==> src/rtl/cnn_pkg.sv <==
// cnn_pkg: shared output-grid sizing and result beat layout for the CNN streaming blocks.
package cnn_pkg;
  function automatic int out_dim(input int img, input int k, input int stride);
    return (img - k) / stride + 1;
  endfunction
  typedef struct packed {
    logic        last;
    logic [17:0] data;
  } result_beat;
endpackage

==> src/rtl/outcome_fifo.sv <==
// outcome_fifo: synchronous power-of-two FIFO with wrap-bit pointers; read data is zero while empty.
module outcome_fifo #(
  parameter int W     = 19,
  parameter int DEPTH = 16
) (
  input  logic                       clk,
  input  logic                       rst_n,
  input  logic                       push,
  input  logic [W-1:0]               wdata,
  input  logic                       pop,
  output logic [W-1:0]               rdata,
  output logic                       full,
  output logic                       empty,
  output logic [$clog2(DEPTH):0]     count
);
  localparam int AW = $clog2(DEPTH);
  logic [W-1:0] mem [DEPTH];
  logic [AW:0] wptr, rptr;
  assign count = wptr - rptr;
  assign full  = count == (AW+1)'(DEPTH);
  assign empty = count == '0;
  assign rdata = empty ? '0 : mem[rptr[AW-1:0]];
  always_ff @(posedge clk) begin
    if (!rst_n) begin
      wptr <= '0;
      rptr <= '0;
    end else begin
      if (push && !full) wptr <= wptr + 1'b1;
      if (pop && !empty) rptr <= rptr + 1'b1;
    end
  end
  always_ff @(posedge clk) begin
    if (push && !full) mem[wptr[AW-1:0]] <= wdata;
  end
endmodule

==> src/rtl/conv_outcome_gather.sv <==
// conv_outcome_gather: keeps only fully-inside, on-stride window results and buffers them with a frame-last tag.
module conv_outcome_gather
  import cnn_pkg::*;
#(
  parameter int WIDTH      = 18,
  parameter int CH         = 1,
  parameter int IMG_W      = 8,
  parameter int IMG_H      = 8,
  parameter int K          = 3,
  parameter int STRIDE     = 1,
  parameter int FIFO_DEPTH = 16
) (
  input  logic                  clk,
  input  logic                  rst_n,
  input  logic                  s_valid,
  output logic                  s_ready,
  input  logic                  s_sof,
  input  logic [CH*WIDTH-1:0]   s_data,
  output logic                  m_valid,
  input  logic                  m_ready,
  output logic [CH*WIDTH-1:0]   m_data,
  output logic                  m_last,
  output logic                  frame_done
);
  localparam int CW = IMG_W > 1 ? $clog2(IMG_W) : 1;
  localparam int RW = IMG_H > 1 ? $clog2(IMG_H) : 1;
  localparam int PW = STRIDE > 1 ? $clog2(STRIDE) : 1;
  localparam int OW = out_dim(IMG_W, K, STRIDE);
  localparam int OH = out_dim(IMG_H, K, STRIDE);
  localparam logic [CW-1:0] COL_MAX   = CW'(IMG_W - 1);
  localparam logic [CW-1:0] COL_START = CW'(K - 1);
  localparam logic [CW-1:0] COL_LAST  = CW'(K - 1 + (OW - 1) * STRIDE);
  localparam logic [RW-1:0] ROW_MAX   = RW'(IMG_H - 1);
  localparam logic [RW-1:0] ROW_START = RW'(K - 1);
  localparam logic [RW-1:0] ROW_LAST  = RW'(K - 1 + (OH - 1) * STRIDE);
  localparam logic [PW-1:0] PH_MAX    = PW'(STRIDE - 1);
  typedef struct packed {
    logic                last;
    logic [CH*WIDTH-1:0] data;
  } beat_t;
  logic [CW-1:0] col, c;
  logic [RW-1:0] row, r;
  logic [PW-1:0] cphase, rphase, cp, rp;
  logic accept, keep, col_wrap, frame_end, full, empty;
  beat_t in_beat, out_beat;
  // A start-of-frame beat is evaluated as pixel (0,0) regardless of the counters.
  always_comb begin
    c         = s_sof ? '0 : col;
    r         = s_sof ? '0 : row;
    cp        = s_sof ? '0 : cphase;
    rp        = s_sof ? '0 : rphase;
    accept    = s_valid && s_ready;
    col_wrap  = c == COL_MAX;
    frame_end = col_wrap && r == ROW_MAX;
    keep      = r >= ROW_START && c >= COL_START && rp == '0 && cp == '0;
    in_beat.last = r == ROW_LAST && c == COL_LAST;
    in_beat.data = s_data;
  end
  always_ff @(posedge clk) begin
    if (!rst_n) begin
      col        <= '0;
      row        <= '0;
      cphase     <= '0;
      rphase     <= '0;
      frame_done <= 1'b0;
    end else begin
      frame_done <= accept && frame_end;
      if (accept) begin
        col    <= col_wrap ? '0 : c + 1'b1;
        cphase <= (col_wrap || c < COL_START || cp == PH_MAX) ? '0 : cp + 1'b1;
        row    <= col_wrap ? (frame_end ? '0 : r + 1'b1) : r;
        rphase <= col_wrap ? ((frame_end || r < ROW_START || rp == PH_MAX) ? '0 : rp + 1'b1) : rp;
      end
    end
  end
  outcome_fifo #(.W(CH*WIDTH+1), .DEPTH(FIFO_DEPTH)) u_fifo (
    .clk   (clk),
    .rst_n (rst_n),
    .push  (accept && keep),
    .wdata (in_beat),
    .pop   (m_valid && m_ready),
    .rdata (out_beat),
    .full  (full),
    .empty (empty),
    .count ()
  );
  assign s_ready = !full;
  assign m_valid = !empty;
  assign m_data  = out_beat.data;
  assign m_last  = out_beat.last;
endmodule

==> config.mk <==
export PLATFORM = sky130hd
export DESIGN_NAME = conv_outcome_gather
export DESIGN_NICKNAME = d
export VERILOG_FILES = /design/src/rtl/cnn_pkg.sv /design/src/rtl/outcome_fifo.sv /design/src/rtl/conv_outcome_gather.sv
export SDC_FILE = /design/constraint.sdc
export NUM_CORES = 1
export LEC_CHECK = 0
export CORE_MARGIN = 10
export CORE_UTILIZATION = 65
export DETAILED_ROUTE_END_ITERATION = 10
export GPL_TIMING_DRIVEN = 0
export PLACE_DENSITY = 0.84
export SYNTH_ARGS = -nofsm -noshare
export SYNTH_HDL_FRONTEND = slang
export SYNTH_SLANG_ARGS = --single-unit
==> constraint.sdc <==
create_clock -name clk -period 9.5 [get_ports clk]
set_clock_uncertainty 0.1 [all_clocks]
set_input_delay 0.95 -clock clk [delete_from_list [all_inputs] [get_ports clk]]
set_output_delay 0.95 -clock clk [all_outputs]
set_load 0.02 [all_outputs]
== Word level (Yosys, flattened, before mapping) ==
Memory sizes are Yosys's and may differ from the RTL's. A register that Yosys moved wholly into a read port is not among the register bits.
Cells that the tools add are included.
Word-level totals
  flip-flop bits (word level): 19
  bits in latches: 0
  memory bits (writable): 304
  ROM bits: 0
  bits of input ports: 23
  output and inout port bits: 22
  word-level logic and storage cells: 56
  memories kept: 1
Operators by class
  add/subtract/negate cells: 7
  multiply operators: 0
  divide/modulo/power cells: 0
  $lt $le $gt $ge: 4
  eq/ne operators: 3
  shift operators: 0
  multiplexer cells: 15
  bitwise logic cells: 2
  reduce and logical (&&, ||, !) cells: 17
Memories
  u_fifo.mem: depth 16, bits a word 19, rd ports 1, clocked after Yosys merged registers in 1, wr ports 1, RTL line outcome_fifo.sv:17  | logic [W-1:0] mem [DEPTH];
Operators by type and width (number)
  $mux 19: 1
  $mux 3: 5
  $add 5x1->5 const B: 2
  $logic_and 1x1->1: 10
  $mux 4: 2
  $mux 1: 7
  $add 3x1->3 const B: 2
  $eq 3x3->1 const B: 2
  $ge 3x2->1 const B: 2
  $lt 3x2->1 const B: 2
  $eq 5x5->1 const B: 1
  $logic_not 5->1: 1
  $sub 5x5->5: 1
  $logic_or 1x1->1: 4
  $add 1x1->1 const B: 2
  $logic_not 1->1: 2
  $not 1->1: 2

== Longest topological paths before layout ==
Gate-level depths: netlist (run 1).
  depth in word-level cells: 9
  gate-level depth with buffers: 9
  mapped depth without buffers: 8

== Cells and area by module ==
A second synthesis (run 1) with hierarchy kept.
Second synthesis, totals
  cells, all modules: 607
  area, all modules: 13031.2 µm²
By module, submodules not included
  outcome_fifo: instances 1, cells each 556, area each 12554.5 µm², seq. area each 9409.0 µm²
  conv_outcome_gather: instances 1, cells each 51, area each 476.7 µm², seq. area each 180.2 µm²

== Worst setup path after synthesis (run 1) ==
Ideal clock, no wire load.
  path kind: in2reg
  start: in s_sof
  end: mem u_fifo.mem[3][0] (enable)
  library setup time: 444 ps
  arrival time: 3636 ps
  data required time: 8956 ps
  path slack: 5321 ps
  cell stages on the path: 6
  cells stage by stage: clkbuf_1 nand2b_1 ha_1 o22a_1 nand3_1 nor4_1
On the way
  longest elaborated chain between the ends: 9
  elaborated cells on any way between the ends: 15
Ends and longest elaborated chain
  from (decl): RTL line conv_outcome_gather.sv:17  | input logic s_sof,
  $mux 3 (on tied branches): RTL line conv_outcome_gather.sv:49, conv_outcome_gather.sv:48
  $ge 3x2->1: RTL line conv_outcome_gather.sv:55  | keep = r >= ROW_START && c >= COL_START && rp == '0 && cp == '0;
  $logic_and 1x1->1 (2 in series): RTL line conv_outcome_gather.sv:55
  $logic_and 1x1->1 *: RTL line conv_outcome_gather.sv:55
  $logic_and 1x1->1 *: RTL line conv_outcome_gather.sv:79  | .push (accept && keep),
  $logic_and 1x1->1 *: RTL line outcome_fifo.sv:33  | if (push && !full) mem[wptr[AW-1:0]] <= wdata;
  $mux 1 *: RTL line outcome_fifo.sv:33
  $mux 1 (not written as such) *: RTL line outcome_fifo.sv:33
  to (decl): RTL line outcome_fifo.sv:17
Every way passes the cells marked *; elsewhere a longest branch is shown, timed or not.

== Worst setup path in the final report (run 1) ==
  start: reg u_fifo.rptr[3]
  end: out m_data[2]
On the way
  longest elaborated chain between the ends: 3
Ends and longest elaborated chain
  from (decl): RTL line outcome_fifo.sv:18  | logic [AW:0] wptr, rptr;
  from (signal assigned): RTL line outcome_fifo.sv:29  | if (pop && !empty) rptr <= rptr + 1'b1;
  $sub 5x5->5: RTL line outcome_fifo.sv:19  | assign count = wptr - rptr;
  $logic_not 5->1: RTL line outcome_fifo.sv:21  | assign empty = count == '0;
  $mux 19: RTL line outcome_fifo.sv:22  | assign rdata = empty ? '0 : mem[rptr[AW-1:0]];
  to (decl): RTL line conv_outcome_gather.sv:21  | output logic [CH*WIDTH-1:0] m_data,
Every way passes these cells.

==> summary.md, run 1 <==
| Metric | Value |
|---|---|
| Ports | `45` |
| Fin Setup TNS | `0 ns` |
| Yosys top cell area share | `0.7038` |
| Post-route setup slack | `4.329 ns` |
| Core Area | `19530 um2` |
| Router iterations before antenna repair | `5` |
| Pin count of the biggest net entering global routing | `20` |
| Iteration-0 DRC Markers | `725` |
| Ys async rst share | `0` |
| Max-cap violations | `0` |
| PostCTS Resize Cnt | `0` |
| Worst skew pair latency | `0.54 ns` |
| CTS root buf | `clkbuf_16` |
| DRT Wirelength | `29920 um` |
| Max FO, Critical Path | `10` |
| Final min period | `5.171 ns` |
| DP Worst Slack | `5.054 ns` |
| #FFs+latches synth | `327` |
| Unrepaired setup endpoints after global routing | `no` |
| Die height | `161.3 um` |
| Number of diodes | `0` |
| Final net count | `724` |
| Clock tree buffer depth | `3` |
| First-pass GRT wire length | `44620 um` |
| WS Path Type | `flop to primary output` |
| Critical Path End Type | `primary output` |
| Final setup violation count | `0` |
| Top cells by count, synth | `edfxtp_1, mux4_2, nor2b_1` |
| Worst Path Arrival | `4.12 ns` |
| Comb pwr share | `0.286` |
| HPWL after DPL | `16200 um` |
| Final Hold Fails | `0` |
| Library cells used by synthesis | `43` |
| Switch Pwr | `0.001093 W` |
| Number of flops mapped to enable cells by yosys | `304` |
| Fin crit share | `0.5443` |
| Fill cells | `1050` |
| Syn_nets | `643` |
| Static Leak | `4.657 nW` |
| Status | `finished clean` |
| Final instance area | `14740 um2` |
| Clk sinks | `327` |
| Remaining DRCs | `0` |
| Share of layout cells above drive strength 1 | `0.2358` |
| Ranking of synthesized cells by area | `edfxtp_1, mux4_2, dfxtp_1` |
| CTS H-Tree Depth | `1` |
| Clk pwr share | `0.303` |
| Die X | `161.3 um` |
| Maximum VDD drop | `306.5 uV` |
| Wire per inst | `30.88 um` |
| Clock slew seen by the registers of the worst setup and hold paths | `0.06 ns` |
| Vias in the first global route | `6826` |
| Mapped Area | `12970 um2` |
| Grt ovf | `0` |
| Warnings from Yosys | `0` |
| Sw frac | `0.2826` |
| Register area share after synthesis | `0.7393` |
| Post-Syn Instances | `605` |
| Layout area overhead | `13.64%` |
| Tot GR Track Use | `0.2328` |
| Synthesized area per cell | `21.44 um2` |
| Hold WC Path Type | `flop to flop` |
| Leading area contributor after synthesis | `edfxtp_1` |
| # hold bufs at CTS | `0` |
| Worst rel slew slack | `0.06128` |
| RD Place Congestion | `0.8010` |
| Cts bufs inserted | `30` |
| Vias | `6461` |
| Hold_ws | `0.3704 ns` |
| Most numerous cell in the Yosys netlist | `edfxtp_1` |
| Fmax | `193.4 MHz` |
| Power density over cell area | `262.3 nW/um2` |
| Critical path launch point type | `flop` |
| Seq pwr share | `0.411` |
| Cell area after placement | `13800 um2` |
| Initial antenna violation count | `0` |
| Slew Viols, Final | `0` |
| Row count | `51` |
| CTS tree | `yes` |
| Pint | `0.002773 W` |
| DR vias/cell | `6.668` |
| Starting Density | `0.6642` |
| Post-CTS Setup Inserts | `0` |
| Die ar. | `26000 um2` |
| Worst Tran Pin Value | `1.408 ns` |
| Post-DRT Antenna Nets | `0` |
| WP data required | `8.45 ns` |
| Synth Flop Type | `edfxtp_1` |
| PortBufs | `44` |
==> metal layers <==
layer | GRT usage | up-vias | routed length [um]
met2 | 0.3972 | 383 | 15480
met3 | 0.03686 | 67 | 2301
met1 | 0.3020 | 3355 | 11200
li1 | - | 2656 | -
met4 | 0.07734 | 0 | 936
met5 | 0 | - | 0
==> power by group through the flow <==
stage | Clock (W) | Sequential, W | Combinational [W]
2_1_floorplan | 0 | 0.00162 | 0.000700
6_report | 0.00117 | 0.00159 | 0.00111
3_3_place_gp | 0 | 0.00162 | 0.00105
4_1_cts | 0.00118 | 0.00159 | 0.00111
5_1_grt | 0.00123 | 0.00159 | 0.00117
3_5_place_dp | 0 | 0.00162 | 0.00107
==> cell families (layout without fill, tap and decap cells) <==
| group | count (synthesis) | after routing | share of synthesized area |
|---|---|---|---|
| DFF | 327 | 327 | 0.7393 |
| adders and majority gates | 15 | 15 | 0.01447 |
| muxes | 104 | 104 | 0.1719 |
| xor gates and xnor gates | 4 | 4 | 0.002702 |
| AOI/OAI and AO/OA | 22 | 22 | 0.01273 |
| and+or+nand+nor | 95 | 95 | 0.04187 |
| buffers and inverters | 38 | 137 | 0.01698 |
==> placed cells by master (no fill, tap or decap), types with 15 or more instances in the layout <==
master / instances
edfxtp_1: 304
nor2b_1: 26
clkbuf_16: 31
clkdlybuf4s50_1: 44
dfxtp_1: 23
and3_1: 18
nand2_1: 15
mux4_2: 95
ha_1: 15
clkbuf_1: 15
==> state kept, by name (all words and copies together) (netlist names), named ones only <==
name	cells
col	3
cphase	1
frame_done	1
row	3
rphase	1
u_fifo.mem	304
u_fifo.rptr	5
u_fifo.wptr	5
==> critical path, cell delays in order (launching register included) <==
cell	delay, ns
dfxtp_1	0.40
inv_1	0.08
ha_1	0.35
a21oi_1	0.32
a21oi_1	0.13
nor4_2	0.76
clkbuf_1	0.75
nor2b_1	0.16
clkdlybuf4s50_1	0.61
==> through the flow <==
step                      std cells  utilization  total power, W
after global placement          914       0.7038        0.002667
final                           969       0.7548        0.003866
after floorplan                 605            -        0.002317
after detailed placement        919       0.7067        0.002693
after CTS                       969       0.7548        0.003880
after global routing            969       0.7548        0.003985
==> worst paths after layout <==
path	from	endpoint	slack, ns	cells past startpoint
hold / removal	col[1]	col[1]	0.37	2
setup / recovery	u_fifo.rptr[3]	m_data[2]	4.33	8
hold reg to reg	col[1]	col[1]	0.37	2
setup reg to reg	u_fifo.rptr[1]	u_fifo.mem[1][15]	5.80	9
==> cell type report <==
cell class	instances	area (um2)	area share
clock inverters	15	150.1	0.01019
multi-input cells	240	3172	0.2152
repair buffers	49	485.5	0.03294
well taps	265	331.6	0.02250
plain buffers	28	182.7	0.01239
clock buffers	35	790.8	0.05365
inverters	10	37.54	0.002547
flip-flops and latches	327	9589	0.6506
(Power assumes the default switching activity.)
==> inputs of run 2 (changes only) <==
CORE_UTILIZATION = 55   (was 65)
PLACE_DENSITY = 0.76   (was 0.84)
clock period = 4.4 ns   (was 9.5 ns; I/O delays follow)
==> summary.md, run 2 (synthesized netlist as in run 1, its figures left out) <==
| Metric | Value |
|---|---|
| Status | `finished clean` |
| DRT Wirelength | `28310 um (-5.4%)` |
| Cell family with most CP delay | `buffers and inverters` |
| PortBufs | `44 (unchanged)` |
| Worst skew pair latency | `0.50 ns (-0.04 ns)` |
| Core Area | `23330 um2 (+19%)` |
| HPWL after DPL | `15820 um (-2.4%)` |
| Vias | `6291 (-2.6%)` |
| CTS H-Tree Depth | `2 (+1)` |
| Post-DRT Antenna Nets | `0 (unchanged)` |
| First-pass GRT wire length | `42500 um (-4.7%)` |
| Unrepaired setup endpoints after global routing | `no` |
| Clock slew seen by the registers of the worst setup and hold paths | `0.06 ns (about the same)` |
| Wire per inst | `27.43 um (-11%)` |
| Layout area overhead | `15.60%` |
| Hold WC Path Type | `flop to flop` |
| Reg2Reg Setup Slack | `0.68 ns (-5.12 ns)` |
| Worst Path Arrival | `3.64 ns (-0.48 ns)` |
| Non-Filler Instances | `1032 (+6.5%)` |
| WS Path Type | `flop to primary output` |
| Most common cell after layout, fill and taps aside | `edfxtp_1` |
| Core Util, Final | `0.6426 (-0.1122)` |
| Share of layout cells above drive strength 1 | `0.2539 (+0.01806)` |
| Clk sinks | `327 (unchanged)` |
| RD Place Congestion | `0.8035 (+0.31%)` |
| DR vias/cell | `6.096 (-8.6%)` |
| Final net count | `730 (+0.83%)` |
| R2R Path Start | `u_fifo.rptr[1]` |
| Power density over cell area | `571.4 nW/um2 (+120%)` |
| Pin count of the biggest net entering global routing | `20 (unchanged)` |
| Maximum VDD drop | `317.4 uV (+3.6%)` |
| WP data required | `3.86 ns (-4.59 ns)` |
| Die X | `173.6 um (+7.6%)` |
| Hold_ws | `0.3809 ns (+0.01052 ns)` |
| Worst min-delay path endpoint | `col[1]` |
| Commonest non-fill, non-tap cells in the layout | `edfxtp_1, mux4_2, clkdlybuf4s50_1` |
| Final Hold Fails | `0 (unchanged)` |
| Iteration-0 DRC Markers | `696 (-4.0%)` |
| CTS tree | `yes` |
| Hold path start | `col[1]` |
| Clock tree buffer depth | `3 (unchanged)` |
| Static Leak | `4.750 nW (+2.0%)` |
| CTS root buf | `clkbuf_16` |
| Post-Place Cells | `974 (+6.0%)` |
| Max FO, Critical Path | `10 (unchanged)` |
| # hold bufs at CTS | `0 (unchanged)` |
| Vias in the first global route | `6772 (-0.79%)` |
| Worst rel slew slack | `0.05412 (-0.007154)` |
| Router iterations before antenna repair | `5 (unchanged)` |
| Max reg flops | `304 (unchanged)` |
| WHS Path Cells | `2 (unchanged)` |
| Starting Density | `0.5559 (-0.1084)` |
| Die height | `173.6 um (+7.6%)` |
| Die ar. | `30120 um2 (+16%)` |
| R2r endpoint | `u_fifo.mem[13][2]` |
| Worst Path Buf+Inv | `3 (unchanged)` |
| Critical path launch point type | `flop` |
| Number of diodes | `0 (unchanged)` |
| Remaining DRCs | `0 (unchanged)` |
| Grt ovf | `0 (unchanged)` |
| Worst Tran Pin Value | `1.419 ns (+0.01073 ns)` |
| Reg2Reg Depth | `9 (unchanged)` |
| Critical Path End Type | `primary output` |
| Worst path depth | `9 (+1)` |
| Final min period | `4.180 ns` |
| Fmax | `239.2 MHz` |
| Ports | `45 (unchanged)` |
| Initial antenna violation count | `0 (unchanged)` |
| Worst path max stage delay | `0.74 ns (-0.02 ns)` |
| Max-cap violations | `0 (unchanged)` |
| Critical-path cell list | `inv_1 -> ha_1 -> nor2b_2 -> o211ai_2 -> a21oi_1 -> nor4_2 -> clkbuf_2 -> nor2b_1 -> clkdlybuf4s50_1` |
| Cts bufs inserted | `34 (+13%)` |
| Row count | `56 (+9.8%)` |
| Slowest-stage cell, CP | `nor4_2` |
| Fin crit share | `0.9500` |
| Slew Viols, Final | `0 (unchanged)` |
| Tot GR Track Use | `0.1902 (-0.04260)` |
| Final setup violation count | `0 (unchanged)` |
==> run 2: cell types whose count changed in the layout (fill, tap and decap cells not counted), moves of 2 or more <==
cell	previous run	this run
clkbuf_16	31	35
and3_1	18	14
clkbuf_2	0	2
and3_2	0	4
==> run 2: area by class of cell <==
class / instances / area [um2]
multi-input combinational: 240 / 3177
clock buffer: 41 / 908.4
inverter: 10 / 37.54
buffer: 28 / 185.2
timing repair buffer: 51 / 511.7
clock inverter: 16 / 185.2
tap: 319 / 399.1
fill: 1509 / 8339
sequential: 327 / 9589
==> run 2: tightest hold or removal path, cell delays in order (launching register included) <==
cell and delay, ns:
dfxtp_1 0.32, nand2_1 0.06, a21oi_1 0.05
==> run 2: metrics by stage <==
stage	worst slack (ns)	total power (W)	setup TNS (ns)	instance area (um2)
after floorplan	0.4043	0.005002	0	12970
after global placement	-2.266	0.005786	-73.17	13810
after detailed placement	0.3631	0.005835	0	13880
after CTS	0.2297	0.008636	0	14970
after global routing	0.05248	0.008849	0	14990
final	0.2200	0.008567	0	14990
==> run 2: routing by layer <==
metal | GRT usage | up-vias | share of wire
met2 | 0.3162 | 279 | 0.51
met1 | 0.2444 | 3287 | 0.39
met4 | 0.06288 | 0 | 0.026
met3 | 0.04226 | 53 | 0.077
met5 | 0 | - | 0
li1 | - | 2672 | -
==> run 2: repair_timing <==
action / in CTS / in global routing
resized for setup: 2 / 0
endpoints found under the setup margin: 9 / 0
setup buffers: 0 / 0
==> run 2: how the worst max path moves through the flow <==
stage | endpoint | startpoint | slack [ns]
6_report | m_data[1] | u_fifo.rptr[1] | 0.22
2_1_floorplan | u_fifo.mem[3][0] | u_fifo.rptr[1] | 0.40
4_1_cts | m_data[1] | u_fifo.wptr[0] | 0.23
3_5_place_dp | u_fifo.mem[12][11] | s_sof | 0.36
5_1_grt | m_data[1] | u_fifo.wptr[0] | 0.05
3_3_place_gp | u_fifo.mem[3][11] | s_sof | -2.27
==> run 2: where the power goes <==
part           switching [W]  internal [W]
Clock                0.00111       0.00170
Sequential         0.0000185       0.00341
Combinational        0.00119       0.00113
Total                0.00232       0.00625
==> inputs of run 3 (changes only) <==
CTS_CLUSTER_SIZE = 14   (was unset)
==> results of run 3 <==
Same layout as run 2: the final DEF is identical, and so are final timing and power.
